## src/rtl/dn_loader_pkg.sv

```systemverilog
// Shared types and constants for the HPS download sequencer.
// Download indices, variant codes, controller states and the variant decoder.
package dn_loader_pkg;

    typedef enum logic [1:0] {
        IDLE,
        LOAD,
        SETTLE,
        RUN
    } dn_state_e;

    localparam logic [7:0] IDX_ROM = 8'd0;
    localparam logic [7:0] IDX_MOD = 8'd1;
    localparam logic [7:0] IDX_DIP = 8'd254;

    localparam logic [7:0] MOD_SBAG = 8'd1;
    localparam logic [7:0] MOD_PICK = 8'd2;
    localparam logic [7:0] MOD_SQUA = 8'd3;

    typedef struct packed {
        logic sbag;
        logic pick;
        logic squa;
    } dn_mod_t;

    function automatic dn_mod_t decode_mod(input logic [7:0] v);
        dn_mod_t m;
        m = '0;
        case (v)
            MOD_SBAG: m.sbag = 1'b1;
            MOD_PICK: m.pick = 1'b1;
            MOD_SQUA: m.squa = 1'b1;
            default:  m = '0;
        endcase
        return m;
    endfunction

endpackage

```

## src/rtl/dn_dip_bank.sv

```systemverilog
// 8x8 DIP switch register file: one write port, byte 0 exposed to the core.
// Synchronous active-high reset clears every byte.
module dn_dip_bank (
    input  logic       clk_i,
    input  logic       rst_i,
    input  logic       we_i,
    input  logic [2:0] waddr_i,
    input  logic [7:0] wdata_i,
    output logic [7:0] byte0_o
);

    logic [7:0] mem_q [8];

    always_ff @(posedge clk_i) begin
        if (rst_i) begin
            for (int i = 0; i < 8; i++) begin
                mem_q[i] <= 8'h00;
            end
        end else if (we_i) begin
            mem_q[waddr_i] <= wdata_i;
        end
    end

    assign byte0_o = mem_q[0];

endmodule

```

## src/rtl/dn_loader_ctrl.sv

```systemverilog
// HPS download sequencer: routes ROM bytes to the core, latches variant and DIP bytes,
// and owns core reset. Optional ROM checksum ports enabled by DN_LOADER_CHECKSUM_EN.
module dn_loader_ctrl
    import dn_loader_pkg::*;
#(
    parameter int unsigned ROM_BYTES     = 81920,
    parameter int unsigned SETTLE_CYCLES = 16,
    parameter int unsigned DN_AW         = 17
) (
    input  logic             clk_sys,
    input  logic             reset,
    input  logic             ext_reset,
    input  logic             ioctl_download,
    input  logic             ioctl_wr,
    input  logic [24:0]      ioctl_addr,
    input  logic [7:0]       ioctl_dout,
    input  logic [7:0]       ioctl_index,
    output logic [DN_AW-1:0] dn_addr,
    output logic [7:0]       dn_data,
    output logic             dn_wr,
    output logic             core_reset,
    output logic             mod_sbag,
    output logic             mod_pick,
    output logic             mod_squa,
    output logic [7:0]       dipsw,
    output logic             rom_short,
    output logic             rom_over,
`ifdef DN_LOADER_CHECKSUM_EN
    input  logic [7:0]       exp_sum,
    output logic [7:0]       rom_sum,
    output logic             sum_bad,
`endif
    output logic             busy
);

    localparam int unsigned SW          = $clog2(SETTLE_CYCLES + 1);
    localparam logic [SW-1:0] SETTLE_LAST = SW'(SETTLE_CYCLES - 1);
    localparam logic [17:0]   ROM_CNT     = 18'(ROM_BYTES);
    localparam logic [24:0]   ROM_LIM     = 25'(ROM_BYTES);

    dn_state_e         state_q, state_d;
    logic [SW-1:0]     settle_q, settle_d;
    logic [17:0]       cnt_q, cnt_d;
    logic              short_q, short_d;
    logic              over_q, over_d;
    dn_mod_t           mod_q, mod_d;
    logic [7:0]        pend_q, pend_d;
    logic              core_reset_q, core_reset_d;
    logic              dn_wr_q, dn_wr_d;
    logic [DN_AW-1:0]  dn_addr_q, dn_addr_d;
    logic [7:0]        dn_data_q, dn_data_d;
`ifdef DN_LOADER_CHECKSUM_EN
    logic [7:0]        sum_q, sum_d;
    logic              sum_bad_q, sum_bad_d;
`endif

    logic rom_wr, in_range, acc, over_wr, load_req, enter_load, dip_we;

    assign rom_wr     = ioctl_wr && (ioctl_index == IDX_ROM);
    assign in_range   = ioctl_addr < ROM_LIM;
    assign acc        = rom_wr && in_range;
    assign over_wr    = rom_wr && !in_range;
    assign load_req   = ioctl_download && (ioctl_index == IDX_ROM);
    assign enter_load = load_req && (state_q != LOAD);
    assign dip_we     = ioctl_wr && (ioctl_index == IDX_DIP) && (ioctl_addr[24:3] == 22'd0);

    always_comb begin
        state_d      = state_q;
        settle_d     = settle_q;
        cnt_d        = cnt_q;
        short_d      = short_q;
        over_d       = over_q;
        mod_d        = mod_q;
        pend_d       = pend_q;
        dn_wr_d      = acc;
        dn_addr_d    = dn_addr_q;
        dn_data_d    = dn_data_q;
        core_reset_d = (state_q == RUN) ? ext_reset : 1'b1;
`ifdef DN_LOADER_CHECKSUM_EN
        sum_d        = sum_q;
        sum_bad_d    = sum_bad_q;
`endif

        if (acc) begin
            dn_addr_d = ioctl_addr[DN_AW-1:0];
            dn_data_d = ioctl_dout;
        end

        if (ioctl_wr && (ioctl_index == IDX_MOD)) begin
            pend_d = ioctl_dout;
        end

        // A write in the entry cycle already counts toward the new load.
        if (enter_load) begin
            cnt_d   = acc ? 18'd1 : 18'd0;
            short_d = 1'b0;
            over_d  = over_wr;
`ifdef DN_LOADER_CHECKSUM_EN
            sum_d   = acc ? ioctl_dout : 8'h00;
`endif
        end else begin
            if (acc && (cnt_q != '1)) begin
                cnt_d = cnt_q + 18'd1;
            end
            if (over_wr) begin
                over_d = 1'b1;
            end
`ifdef DN_LOADER_CHECKSUM_EN
            if (acc && (state_q == LOAD)) begin
                sum_d = sum_q + ioctl_dout;
            end
`endif
        end

        if (load_req) begin
            state_d = LOAD;
        end else begin
            unique case (state_q)
                IDLE: begin
                    state_d = RUN;
                    mod_d   = decode_mod(pend_q);
                end
                LOAD: begin
                    if (!ioctl_download) begin
                        state_d  = SETTLE;
                        settle_d = '0;
                        short_d  = cnt_d < ROM_CNT;
                        mod_d    = decode_mod(pend_q);
`ifdef DN_LOADER_CHECKSUM_EN
                        sum_bad_d = (sum_d != exp_sum);
`endif
                    end
                end
                SETTLE: begin
                    if (settle_q == SETTLE_LAST) begin
                        state_d = RUN;
                    end else begin
                        settle_d = settle_q + SW'(1);
                    end
                end
                RUN: begin
                    state_d = RUN;
                end
                default: state_d = IDLE;
            endcase
        end
    end

    always_ff @(posedge clk_sys) begin
        if (reset) begin
            state_q      <= IDLE;
            settle_q     <= '0;
            cnt_q        <= '0;
            short_q      <= 1'b0;
            over_q       <= 1'b0;
            mod_q        <= '0;
            pend_q       <= 8'h00;
            core_reset_q <= 1'b1;
            dn_wr_q      <= 1'b0;
            dn_addr_q    <= '0;
            dn_data_q    <= 8'h00;
`ifdef DN_LOADER_CHECKSUM_EN
            sum_q        <= 8'h00;
            sum_bad_q    <= 1'b0;
`endif
        end else begin
            state_q      <= state_d;
            settle_q     <= settle_d;
            cnt_q        <= cnt_d;
            short_q      <= short_d;
            over_q       <= over_d;
            mod_q        <= mod_d;
            pend_q       <= pend_d;
            core_reset_q <= core_reset_d;
            dn_wr_q      <= dn_wr_d;
            dn_addr_q    <= dn_addr_d;
            dn_data_q    <= dn_data_d;
`ifdef DN_LOADER_CHECKSUM_EN
            sum_q        <= sum_d;
            sum_bad_q    <= sum_bad_d;
`endif
        end
    end

    dn_dip_bank u_dip_bank (
        .clk_i   (clk_sys),
        .rst_i   (reset),
        .we_i    (dip_we),
        .waddr_i (ioctl_addr[2:0]),
        .wdata_i (ioctl_dout),
        .byte0_o (dipsw)
    );

    assign dn_addr    = dn_addr_q;
    assign dn_data    = dn_data_q;
    assign dn_wr      = dn_wr_q;
    assign core_reset = core_reset_q;
    assign mod_sbag   = mod_q.sbag;
    assign mod_pick   = mod_q.pick;
    assign mod_squa   = mod_q.squa;
    assign rom_short  = short_q;
    assign rom_over   = over_q;
    assign busy       = (state_q == LOAD) || (state_q == SETTLE);
`ifdef DN_LOADER_CHECKSUM_EN
    assign rom_sum    = sum_q;
    assign sum_bad    = sum_bad_q;
`endif

endmodule

```

## config.mk

```make
export PLATFORM = sky130hd
export DESIGN_NAME = dn_loader_ctrl
export DESIGN_NICKNAME = d
export VERILOG_FILES = /design/src/rtl/dn_loader_pkg.sv /design/src/rtl/dn_dip_bank.sv /design/src/rtl/dn_loader_ctrl.sv
export SDC_FILE = /design/constraint.sdc
export NUM_CORES = 1
export LEC_CHECK = 0
export CAP_MARGIN = 20
export CORE_ASPECT_RATIO = 1.1
export CORE_MARGIN = 2
export CORE_UTILIZATION = 55
export CTS_BUF_LIST = sky130_fd_sc_hd__clkbuf_4
export CTS_CLUSTER_DIAMETER = 200
export CTS_CLUSTER_SIZE = 25
export DETAILED_ROUTE_END_ITERATION = 6
export DONT_BUFFER_PORTS = 1
export PLACE_DENSITY_LB_ADDON = 0.12
export SLEW_MARGIN = 20
export SYNTH_ARGS = -nofsm -noshare
export SYNTH_HDL_FRONTEND = slang
export SYNTH_SLANG_ARGS = --single-unit
```

## constraint.sdc

```tcl
create_clock -name clk_sys -period 4.9 [get_ports clk_sys]
set_clock_uncertainty 0.1 [all_clocks]
set_input_delay 1.225 -clock clk_sys [delete_from_list [all_inputs] [get_ports clk_sys]]
set_output_delay 1.225 -clock clk_sys [all_outputs]
set_load 0.02 [all_outputs]
```

* After elaboration in Yosys (flattened, before gate mapping)
Memory sizes are Yosys's and may differ from the RTL's.
Index checks and enable logic that the tools add are counted.
** Word-level totals
- Bits in registers :: 65
- Memory bits (writable) :: 64
- Input bits :: 46
- Memories :: 1
** Cells by class
- Equality and inequality tests :: 16
- Reductions and logical operators :: 25
- Bitwise operators :: 2
- Add/subtract/negate cells :: 2
- Order comparisons :: 2
- Muxes and demuxes :: 29
** Memories
- u_dip_bank.mem_q :: depth 8, bits a word 8, rd ports 1, clocked after memory_dff 0, wr ports 8, RTL line dn_dip_bank.sv:12 : logic [7:0] mem_q [8];
** Operators with widths (number)
- 18-bit two-way mux :: 2
- 25-bit by 17-bit less-than comparator with 1-bit output, second input constant :: 1
- 22-bit zero test :: 1
- 18-bit by 1-bit adder with 18-bit output, second input constant :: 1
- 18-bit by 17-bit less-than comparator with 1-bit output, second input constant :: 1
- 18-bit != test, second input constant :: 1
- 1-bit two-way mux :: 17
- 8-bit by 1-bit == test with 1-bit output, second input constant :: 2
- 8-bit by 2-bit == test with 1-bit output, second input constant :: 2
- 5-bit two-way mux :: 2
- 5-bit case mux with 2 select lines :: 1
- 1-bit logical AND :: 9
- 8-bit == test, second input constant :: 1
- 8-bit zero test :: 1
- 8-bit two-way mux :: 1
- 8-bit OR reduction :: 1
- 3-bit two-way mux :: 2
- 2-bit != test, second input constant :: 3
- 3-bit != test, second input constant :: 2
- 2-bit case mux with 3 select lines :: 1
- 3-bit case mux with 2 select lines :: 1
- 2-bit nonzero test :: 3
- 2-bit OR reduction :: 3
- 5-bit by 1-bit adder with 5-bit output, second input constant :: 1
- other kinds (12) :: 16

* Depth between registers and ports, before layout
Gate-level depths: netlist (run 1).
- Word-level depth :: 10
- Depth in mapped cells :: 8
- Mapped depth without buffers :: 8

* Cells and area by module
A second synthesis (run 1) with hierarchy kept.
** Second synthesis, totals
- Cell total of the unflattened synthesis :: 366
- Area total of the unflattened synthesis :: 3261.9 µm²
** Modules (own cells, without submodules)
- dn_loader_ctrl :: cells an instance 347, area an instance 2939.1 µm², sequential area each 1301.2 µm², instances 1
- dn_dip_bank :: cells an instance 19, area an instance 322.8 µm², sequential area each 240.2 µm², instances 1

* Worst setup path before layout (run 1)
OpenSTA, ideal clock, no wires.
- Kind :: input port to flip-flop
- From :: in ioctl_index[5]
- To :: reg cnt_q[15]
- Stages on the path :: 7
- Data arrival time :: 2.568 ns
- Slack :: 2.110 ns
- Buffers on the path :: 2
- Library setup time :: 0.123 ns
- Cells stage by stage :: or4_1 > nor4_2 > nand3_1 > nand2b_1 > buf_2 > buf_6 > nor2_1
** Between the ends
- Word-level cells in the longest chain between the ends :: 6
- Elaborated cells between the ends (all ways) :: 8
- Classes of those cells :: mux: 2; reduce/logical: 6
** RTL lines
- from (decl) :: RTL line dn_loader_ctrl.sv:17 : input logic [7:0] ioctl_index,
- 8-bit zero test (*) :: RTL line dn_loader_ctrl.sv:59, dn_loader_ctrl.sv:63
- 1-bit logical AND :: RTL line dn_loader_ctrl.sv:59 : assign rom_wr = ioctl_wr && (ioctl_index == IDX_ROM);
- 1-bit logical AND :: RTL line dn_loader_ctrl.sv:61 : assign acc = rom_wr && in_range;
- 1-bit logical AND :: RTL line dn_loader_ctrl.sv:102 : if (acc && (cnt_q != '1)) begin
- 18-bit two-way mux :: RTL line dn_loader_ctrl.sv:102
- 18-bit two-way mux (*) :: RTL line dn_loader_ctrl.sv:94 : if (enter_load) begin
- to (signal assigned) :: RTL line dn_loader_ctrl.sv:169 : cnt_q <= cnt_d;
- to (decl) :: RTL line dn_loader_ctrl.sv:43 : logic [17:0] cnt_q, cnt_d;
Every way passes the cells marked *; elsewhere a longest branch is shown, timed or not.
A chain may end at the register's enable or synchronous reset.

* Final worst setup path (run 1)
- From :: in ioctl_index[5]
- To :: reg short_q, in the netlist rom_short
** Between the ends
- Word-level cells in the longest chain between the ends :: 10
- Elaborated cells between the ends (all ways) :: 14
- Classes of those cells :: order compare: 1; mux: 7; reduce/logical: 6
** RTL lines
- 8-bit zero test (*) :: RTL line dn_loader_ctrl.sv:59, dn_loader_ctrl.sv:63
- 1-bit logical AND :: RTL line dn_loader_ctrl.sv:59
- 1-bit logical AND :: RTL line dn_loader_ctrl.sv:61
- 1-bit logical AND :: RTL line dn_loader_ctrl.sv:102
- 18-bit two-way mux :: RTL line dn_loader_ctrl.sv:102
- 18-bit two-way mux :: RTL line dn_loader_ctrl.sv:94
- 18-bit by 17-bit less-than comparator with 1-bit output :: RTL line dn_loader_ctrl.sv:127 : short_d = cnt_d < ROM_CNT;
- 1-bit two-way mux :: RTL line dn_loader_ctrl.sv:124 : if (!ioctl_download) begin
- 1-bit two-way mux :: RTL line dn_loader_ctrl.sv:118 : unique case (state_q)
- 1-bit two-way mux (*) :: RTL line dn_loader_ctrl.sv:115 : if (load_req) begin
- to (signal assigned) :: RTL line dn_loader_ctrl.sv:170 : short_q <= short_d;
- to (decl) :: RTL line dn_loader_ctrl.sv:44 : logic short_q, short_d;
Marks and branches as above.

==> out/qor.txt, run 1 <==
Routability cong. - 0.916
# H-tree levels - 3
Core area - 5810 µm²
Net count after synthesis - 423
Post-synth EDFFs - 8
PwrDens - 329 nW/µm²
Placed Area - 3350 µm²
Place WS - 1.54 ns
CP Capture Type - flip-flop
Worst slew pin tran - 0.930 ns
Post-CTS Setup Repair Bufs - 0
Critical path arrival - 3.15 ns
Setup TNS Final - 0 ns
Synth area leader - dfxtp_1
Synthesized area per cell - 8.99 µm²
Via density - 5.86
Row count - 29
FF-to-FF path depth - 6
Final HPWL DP - 5220 µm
DR vias - 2,631
Starting Density - 57.3%
Max VDD drop - 0.214 mV
Fill cells - 531
Dominant cell by count in the synthesized netlist - dfxtp_1
Vias in the first global route - 2,481
Final hold vios - 0
Final Hold Slack - 0.406 ns
Clk pin slew, worst setup/hold paths - 0.12 ns
Slew headroom - 37.9%
Yosys warning total - 0
Fin. max-slew vios - 0
Design area - 3540 µm²
Routed WL - 7310 µm
Top_reg_cell synth - dfxtp_1
Drt drc - 0
CTS tree - done
Routed Antenna Nets - 0
First-pass GRT wire length - 11,700 µm
Share of layout cells above drive strength 1 - 8.87%
Tmin final - 2.92 ns
Max-cap violation count - 0
Sequential element share of the synthesized area - 46.4%
Hold-critical path depth - 2
Worst EP required - 5.13 ns
Critical Path Source Type - input port
Hold Path Class - reg -> reg
Num CTS Buffers - 9
Hold-fix buffers, CTS - 0
Number of synthesized register bits - 73
Cell area after synthesis - 3330 µm²
Clk buf depth - 2
DR iter-0 viols - 153
CTS resizes - 0
Post-synth top cells - 65 x dfxtp_1, 64 x nand2_1, 39 x nor2_1, 38 x a21oi_1, 13 x nand4_1
Die Height - 85.6 µm
Per-cell routed wire length - 16.3 µm
Clock Latency Late Sink - 0.44 ns
First drt pass iteration count - 4
Setup CP Type - in -> reg
Syn-to-layout area delta - 6.55%
Tcrit/Tclk final - 59.6%
Initial antenna violation count - 0
Antenna cells - 0
LEAKAGE - 1.18 nW
RSZ-0062 raised after global routing - false
Die width - 78.1 µm
Worst Slack Setup Final - 1.98 ns
Sink Count - 73
Crit path max fanout - 27
Die area - 6690 µm²
Largest net degree at the start of global routing - 54
GRT Residual Overflow - 0
Synth async-reset ratio - 0%
Synth Instances - 370
Setup violations, final - 0
# nets final - 420
Total chip power - 1.16 mW
Root buffer cell - clkbuf_4
F_max - 342 MHz
IO Pins - 87
GRT Overall Usage - 22.6%
Share of the synthesized area in the top cell type - 39.1%
Yosys cell types - 45
Status - finished, final reports clean
Synth top area cells - dfxtp_1 39%, edfxtp_1 7.2%, nand2_1 7.2%
I/O Buffers - 0
==> per-layer routing <==
metal  track usage, %  up-vias  wire length [µm]
met5                0        -                 0
met4             10.7        0               153
met3             7.37       15               573
met2             35.5       99              3380
met1             28.3     1225              3200
li1                 -     1292                 -
==> path summary, 6_finish.rpt <==
check	from	end	slack, ns
min	settle_q[2]$_SDFFE_PP0P_	settle_q[2]$_SDFFE_PP0P_	0.41
max	ioctl_index[5]	rom_short$_SDFF_PP0_	1.98
min reg2reg	settle_q[2]$_SDFFE_PP0P_	settle_q[2]$_SDFFE_PP0P_	0.41
max reg2reg	cnt_q[0]$_SDFFE_PP0P_	cnt_q[0]$_SDFFE_PP0P_	2.57
==> cells by family after synthesis <==
| kind of cell | share of synthesized area (%) |
|---|---|
| compound gates | 9.44 |
| flops | 46.4 |
| mux | 3.31 |
| simple gates | 31.5 |
| buf+inv | 3.31 |
| xor+xnor | 3.42 |
| fa+ha+maj | 2.63 |
==> layout by cell type, fill, tap and decap left out, types with 9 or more instances in the layout <==
cell,netlist,routed
xor2_1,12,12
inv_1,9,9
nor2_1,39,39
and2_1,11,11
dfxtp_1,65,65
clkbuf_4,0,10
a21oi_1,38,38
mux2i_1,11,11
nand2_1,64,64
nand4_1,13,13
==> sequential cells by signal (all words and copies together), names as in the netlist <==
name	flops
mod_pick	1
dn_data	8
settle_q	5
rom_short	1
core_reset	1
mod_squa	1
mod_sbag	1
dn_addr	17
u_dip_bank.mem_q	8
cnt_q	18
pend_q	8
dn_wr	1
state_q	2
rom_over	1
==> critical path: stages <==
cell	delay, ns
nor4_4	0.39
and3_1	0.27
nand2_1	0.55
o21ba_2	0.43
o21ai_0	0.18
a21oi_1	0.10
==> cell type report <==
class                      instances  area (µm²)  area share, %
multi-input combinational        273        1670           47.2
sequential                        73        1540           43.5
clock inverter                     6         115           3.25
tap                               77        96.3           2.72
clock buffer                      10        75.1           2.12
inverter                           9        33.8          0.953
timing repair buffer               1        7.51          0.212
==> power breakdown <==
part / switching, mW / leakage [nW] / internal [mW]
Combinational: 0.0316 / 0.482 / 0.0193
Sequential: 0.0104 / 0.600 / 0.611
Clock: 0.226 / 0.0972 / 0.266
Total: 0.268 / 1.18 / 0.897
==> per-stage QoR <==
step | std cells | util, %
floorplan | 370 | -
global placement | 433 | 57.8
detailed placement | 433 | 57.8
CTS | 449 | 61.0
global route | 449 | 61.0
finish | 449 | 61.0
(Power assumes the default switching activity.)
==> inputs of run 2 (changes only) <==
--- a/config.mk
+++ b/config.mk
@@ -5,6 +5,7 @@
 export SDC_FILE = /design/constraint.sdc
 export NUM_CORES = 1
 export LEC_CHECK = 0
+export ABC_AREA = 1
 export CAP_MARGIN = 20
 export CORE_ASPECT_RATIO = 1.1
 export CORE_MARGIN = 2
==> constraint.sdc (replaced) <==
create_clock -name clk_sys -period 2.4 [get_ports clk_sys]
set_clock_uncertainty 0.1 [all_clocks]
set_input_delay 0.6 -clock clk_sys [delete_from_list [all_inputs] [get_ports clk_sys]]
set_output_delay 0.6 -clock clk_sys [all_outputs]
set_load 0.02 [all_outputs]
==> run 2 against run 1 <==
Non-clock buffer count up 3. Via count grew 8.8%. Hold slack worse by 0.27 ns. Wire length shrank 1.9%. Critical path type is now reg -> out. Sequential power up 110%. Count of clock-buffer cells in the layout did not move. Total power increased by 110%. Final cell count grew 21%. Clock power is 100% higher. Design area rose by 2.1%. Critical endpoint is now busy. Global-route usage increased by 0.086 points.
==> out/qor.txt, run 2 <==
Status - finished, final reports clean
DR iter-0 viols - 127 (-17%)
Clk pin slew, worst setup/hold paths - 0.12 ns (about the same)
CTS resizes - 0 (unchanged)
Cell area after synthesis - 3350 µm² (+0.71%)
Worst reg2reg endpoint - settle_q[2]$_SDFFE_PP0P_
Synth top area cells - dfxtp_1 39%, nor2_1 9.2%, nand2_1 7.8%
Internal - 1.85 mW (+110%)
# nets final - 514 (+22%)
Clk network pwr share - 40.8% (-1.5 points)
Sequential power share - 53.3% (about the same)
Starting Density - 57.3% (about the same)
Design area - 3620 µm² (+2.1%)
Sequential Area - 1540 µm² (unchanged)
Final Hold Slack - 0.134 ns (-0.272 ns)
Routed Antenna Nets - 0 (unchanged)
Routed WL - 7170 µm (-1.9%)
Clk buf depth - 2 (unchanged)
Initial antenna violation count - 0 (unchanged)
Sequential element share of the synthesized area - 46.0% (-0.33 points)
Non-filler cells, final - 543 (+21%)
Synthesized area per cell - 7.35 µm² (-18%)
Die Height - 85.8 µm (+0.34%)
Yosys warning total - 0 (unchanged)
Largest net degree at the start of global routing - 43 (-20%)
Reg with most FFs - cnt_q
GRT Residual Overflow - 0 (unchanged)
Worst reg2reg setup slack - 0.40 ns (-2.17 ns)
Worst Slack Setup Final - 0.364 ns (-1.62 ns)
Multi-input gate area - 1520 µm² (-9.5%)
CTS tree - done
Clock Latency Late Sink - 0.41 ns (-0.03 ns)
DR vias - 2,862 (+8.8%)
Routability cong. - 0.840 (-8.3%)
Via density - 5.27 (-10%)
Critical Path End - busy
Die area - 6730 µm² (+0.68%)
Setup TNS Final - 0 ns (unchanged)
Max reg flops - 18 (unchanged)
F_max - 491 MHz
Total chip power - 2.44 mW (+110%)
Net Switching - 587 µW (+120%)
Die width - 78.4 µm (+0.34%)
Commonest non-fill, non-tap cell in the layout - nor2_1
Setup CP Type - reg -> out
First-pass GRT wire length - 12,200 µm (+4.1%)
Sink Count - 73 (unchanged)
Fill cells - 531 (unchanged)
PwrDens - 674 nW/µm² (+100%)
Min-delay src - reset
LEAKAGE - 1.49 nW (+27%)
Final Util - 61.9% (+0.91 points)
Net count after synthesis - 509 (+20%)
Synth area leader - dfxtp_1
Slew headroom - 67.8% (+30 points)
Hold Path Class - in -> reg
Top_reg_cell synth - dfxtp_1
Post-synth EDFFs - 8 (unchanged)
RSZ-0062 raised after global routing - false
Final HPWL DP - 5270 µm (+0.98%)
Worst EP required - 1.70 ns (-3.43 ns)
Max-cap violation count - 0 (unchanged)
# H-tree levels - 3 (unchanged)
Root buffer cell - clkbuf_4
Synth async-reset ratio - 0% (unchanged)
Placed Area - 3430 µm² (+2.2%)
Worst slew pin tran - 0.478 ns (-0.451 ns)
Hold-fix buffers, CTS - 0 (unchanged)
Comb pwr share - 5.9% (+1.5 points)
I/O Buffers - 0 (unchanged)
Share of the synthesized area in the top cell type - 38.8% (-0.28 points)
Max VDD drop - 0.567 mV (+160%)
Num CTS Buffers - 9 (unchanged)
Tmin final - 2.04 ns
Dpl cells - 527 (+22%)
Synth Instances - 456 (+23%)
Share of layout cells above drive strength 1 - 7.73% (-1.1 points)
Core area - 5840 µm² (+0.62%)
Critical path arrival - 1.34 ns (-1.81 ns)
Antenna cells - 0 (unchanged)
CP startpoint - state_q[0]$_SDFFE_PP0P_
Most frequent cells in the layout - 82 x nor2_1, 70 x nand2_1, 65 x dfxtp_1
Vias in the first global route - 2,765 (+11%)
Post-CTS Setup Repair Bufs - 0 (unchanged)
Tcrit/Tclk final - 84.8%
Critical Path Source Type - flip-flop
Final hold vios - 0 (unchanged)
Sw Ratio - 24.1% (+1.1 points)
GRT Overall Usage - 22.7% (+0.086 points)
CP Capture Type - output pin
Dominant cell by count in the synthesized netlist - nor2_1
Syn-to-layout area delta - 8.03%
IO Pins - 87 (unchanged)
Place WS - 0.237 ns (-1.30 ns)
Per-cell routed wire length - 13.2 µm (-19%)
Drt drc - 0 (unchanged)
Setup violations, final - 0 (unchanged)
Number of synthesized register bits - 73 (unchanged)
RR Startpoint - settle_q[0]$_SDFFE_PP0P_
Yosys cell types - 35 (-22%)
Crit path max fanout - 4 (-85%)
Post-synth top cells - 82 x nor2_1, 70 x nand2_1, 65 x dfxtp_1, 61 x inv_1, 47 x o21ai_0
FF-to-FF path depth - 8 (+2)
Fin. max-slew vios - 0 (unchanged)
First drt pass iteration count - 4 (unchanged)
Row count - 29 (unchanged)
-- run 2: kinds of logic after synthesis --
kind of cell | after synthesis | share of synthesized area [%]
compound gates | 94 | 14.6
xor+xnor | 2 | 0.523
fa+ha+maj | 7 | 2.61
buf+inv | 74 | 8.74
flops | 73 | 46.0
simple gates | 206 | 27.5
-- run 2: final cells by class --
| cell class | count | area share, % |
|---|---|---|
| flip-flops and latches | 73 | 42.6 |
| multi-input cells | 309 | 41.9 |
| inverters | 64 | 6.78 |
| clock inverters | 6 | 3.18 |
| well taps | 77 | 2.66 |
| clock buffers | 10 | 2.07 |
| repair buffers | 4 | 0.830 |
-- run 2: how the worst min path moves through the flow --
stage / to / slack, ns / cells after the start
2_1_floorplan: settle_q[1]$_SDFFE_PP0P_ / 0.35 / 2
3_3_place_gp: cnt_q[2]$_SDFFE_PP0N_ / 0.36 / 2
3_5_place_dp: settle_q[1]$_SDFFE_PP0P_ / 0.37 / 2
4_1_cts: state_q[0]$_SDFFE_PP0P_ / 0.11 / 1
5_1_grt: settle_q[4]$_SDFFE_PP0P_ / 0.11 / 1
6_report: settle_q[4]$_SDFFE_PP0P_ / 0.13 / 1
-- run 2: power groups by stage --
stage	Clock [mW]	Sequential (mW)	Combinational (mW)
2_1_floorplan	0	1.32	0.117
5_1_grt	1.05	1.30	0.170
4_1_cts	1.01	1.30	0.145
6_report	0.994	1.30	0.144
3_3_place_gp	0	1.33	0.142
3_5_place_dp	0	1.33	0.144
-- run 2: routing by layer --
layer | vias to the layer above | track usage [%] | share of wire (%) | routed length, µm
li1 | 1499 | - | - | -
met1 | 1290 | 28.0 | 45 | 3220
met2 | 65 | 37.9 | 49 | 3490
met3 | 8 | 5.05 | 5.1 | 362
met4 | 0 | 10.7 | 1.3 | 90
met5 | - | 0 | 0 | 0
-- run 2: critical path: stages, from the launching register on --
cell and delay (ns):
dfxtp_1 0.41, inv_1 0.08, ha_1 0.43
==> inputs of run 3 (changes only) <==
--- a/config.mk
+++ b/config.mk
@@ -5,7 +5,7 @@
 export SDC_FILE = /design/constraint.sdc
 export NUM_CORES = 1
 export LEC_CHECK = 0
-export ABC_AREA = 1
+export ABC_AREA = 0
 export CAP_MARGIN = 20
 export CORE_ASPECT_RATIO = 1.1
 export CORE_MARGIN = 2
==> constraint.sdc (replaced) <==
create_clock -name clk_sys -period 1.65 [get_ports clk_sys]
set_clock_uncertainty 0.1 [all_clocks]
set_input_delay 0.4125 -clock clk_sys [delete_from_list [all_inputs] [get_ports clk_sys]]
set_output_delay 0.4125 -clock clk_sys [all_outputs]
set_load 0.02 [all_outputs]
==> run 3 against run 2 <==
The flow now finishes with violations (setup timing). Utilization up 17 points. Design area increased by 27%. Largest cell class is now multi-input gates. Critical path depth rose by 6. Largest power group unchanged. Count of clock-buffer cells in the layout stayed put. First-iteration DRC count grew 62%. Sequential power up 42%. Sequential share of layout area shrank 8.7 points. Final cell count shrank 1.7%. Highest routed layer unchanged. Wire length is 22% higher. Flip-flop and latch count stayed put. Setup slack worse by 0.64 ns. Die area shrank 0.67%.
==> out/qor.txt, run 3 (same netlist as run 1, synthesis figures left out) <==
CP Cell Sequence - ha_4 -> and4_4 -> nand3_4 -> buf_12 -> nor4_4 -> mux2i_2 -> a2111oi_2 -> a21oi_1
Worst reg2reg endpoint - rom_short$_SDFF_PP0_
Worst reg2reg setup slack - -0.27 ns (-0.67 ns)
Most frequent cells in the layout - 59 x nand2_1, 56 x buf_4, 52 x dfxtp_1
Placed Area - 3860 µm² (+13%)
Max-cap violation count - 0 (unchanged)
Antenna cells - 0 (unchanged)
Clk pin slew, worst setup/hold paths - 0.12 ns (about the same)
Reg with most FFs - cnt_q
I/O Buffers - 0 (unchanged)
Fin. max-slew vios - 0 (unchanged)
Die width - 78.1 µm (-0.34%)
Critical path arrival - 2.13 ns (+0.79 ns)
Routed WL - 8740 µm (+22%)
F_max - 520 MHz
Row count - 29 (unchanged)
Root buffer cell - clkbuf_4
Tmin final - 1.92 ns
Failing checks - setup timing
Min-delay src - ioctl_addr[3]
LEAKAGE - 1.72 nW (+15%)
Starting Density - 57.3% (about the same)
PwrDens - 786 nW/µm² (+17%)
Worst EP required - 1.86 ns (+0.16 ns)
GRT Overall Usage - 25.0% (+2.3 points)
Setup violations, final - 20 (+20)
Final Util - 79.2% (+17 points)
Worst Slack Setup Final - -0.273 ns (-0.637 ns)
Syn-to-layout area delta - 38.3%
Num CTS Buffers - 9 (unchanged)
First-pass GRT wire length - 13,100 µm (+7.3%)
Share of layout cells above drive strength 1 - 34.6% (+27 points)
GRT Residual Overflow - 0 (unchanged)
Largest net degree at the start of global routing - 54 (+26%)
First drt pass iteration count - 4 (unchanged)
IO Pins - 87 (unchanged)
Clock Latency Late Sink - 0.42 ns (about the same)
# nets final - 505 (-1.8%)
Design area - 4600 µm² (+27%)
Crit-path slowest cell - dfxtp_2
Critical Path Source Type - flip-flop
Routability cong. - 0.919 (+9.5%)
Via density - 5.59 (+6.1%)
DR iter-0 viols - 206 (+62%)
Drt drc - 0 (unchanged)
Hold Path Sink - dn_addr[3]$_SDFFE_PP0P_
Die area - 6690 µm² (-0.67%)
Tcrit/Tclk final - 117%
Sink Count - 73 (unchanged)
FF-to-FF path depth - 8 (unchanged)
CP Capture Type - flip-flop
Per-cell routed wire length - 16.4 µm (+24%)
# H-tree levels - 3 (unchanged)
Vias in the first global route - 2,829 (+2.3%)
Initial antenna violation count - 0 (unchanged)
Hold Path Class - in -> reg
Commonest non-fill, non-tap cell in the layout - nand2_1
DR vias - 2,986 (+4.3%)
Worst slew pin tran - 0.384 ns (-0.0946 ns)
Max reg flops - 18 (unchanged)
Die Height - 85.6 µm (-0.34%)
Fill cells - 372 (-30%)
Hold-critical path depth - 2 (+1)
RSZ-0062 raised after global routing - true
Crit path max fanout - 3 (-1)
Max VDD drop - 0.585 mV (+3.2%)
Setup CP Type - reg -> reg
Final hold vios - 0 (unchanged)
Setup TNS Final - -3.54 ns (-3.54 ns)
CP max stage delay - 0.37 ns (-0.06 ns)
Total chip power - 3.62 mW (+48%)
Clk buf depth - 2 (unchanged)
Final HPWL DP - 5730 µm (+8.7%)
Slew headroom - 74.2% (+6.4 points)
CTS tree - done
Status - finished with violations
Routed Antenna Nets - 0 (unchanged)
Core area - 5810 µm² (-0.62%)
RR Startpoint - cnt_q[1]$_SDFFE_PP0N_
[run 3: cell count changes in the layout (fill, tap and decap cells not counted), sizes merged, moves of 11 or more]
cell | previous run | this run
buf | 4 | 68
inv | 64 | 10
nor2 | 86 | 40
o21ai | 49 | 5
dlygate4sd3 | 0 | 18
nand2 | 76 | 64
and2 | 0 | 11
mux2i | 0 | 11
[run 3: area by class of cell]
class	instances	area, µm²	area share (%)
Clock inverter	6	115	2.50
Clock buffer	10	75.1	1.63
Timing Repair Buffer	86	762	16.6
Tap cell	77	96.3	2.09
Inverter	9	38.8	0.843
Sequential cell	73	1560	33.9
Multi-Input combinational cell	273	1960	42.5
[run 3: critical path, delay by kind of cell, from the launching register on]
kind | cells | cell delay, ns
muxes | 1 | 0.12
DFF | 1 | 0.37
and+or+nand+nor | 3 | 0.51
buffers and inverters | 1 | 0.15
AOI/OAI and AO/OA | 2 | 0.44
adders and majority gates | 1 | 0.14
[run 3: metrics by stage]
stage / hold slack [ns] / instances / worst slack (ns)
floorplan: 0.351 / 370 / -0.303
global placement: 0.368 / 484 / -0.374
detailed placement: 0.378 / 484 / -0.406
CTS: -0.0829 / 515 / -0.288
global route: 0.00145 / 534 / -0.328
finish: 0.0220 / 534 / -0.273
[run 3: worst max-delay path by stage]
stage                                startpoint               endpoint  slack, ns  depth (start not counted)
after floorplan                  ioctl_index[5]   rom_short$_SDFF_PP0_      -0.30                          6
after global placement           ioctl_index[5]   rom_short$_SDFF_PP0_      -0.37                          7
after detailed placement         ioctl_index[0]   rom_short$_SDFF_PP0_      -0.41                          6
after CTS                 cnt_q[1]$_SDFFE_PP0N_  cnt_q[0]$_SDFFE_PP0P_      -0.29                          6
after global routing      cnt_q[0]$_SDFFE_PP0P_  cnt_q[0]$_SDFFE_PP0P_      -0.33                          6
final                     cnt_q[1]$_SDFFE_PP0N_   rom_short$_SDFF_PP0_      -0.27                          8
[run 3: power breakdown]
part           internal, mW  switching (mW)
logic                 0.161           0.163
registers              1.82          0.0298
clock network         0.792           0.656
[run 3: repair_timing]
item	CTS	global route
buffers inserted	13	2
hold buffers	2	17
resized for setup	27	35
endpoints found under the setup margin	26	30
endpoints found under the hold margin	47	46
pin swaps	26	41
[run 3: per-layer routing]
layer  wire length [µm]  GRT usage, %  up-vias
met5                  0             0        -
met4                107          8.29        0
met2               4380          40.4      113
li1                   -             -     1462
met1               3580          32.2     1400
met3                675          7.58       11
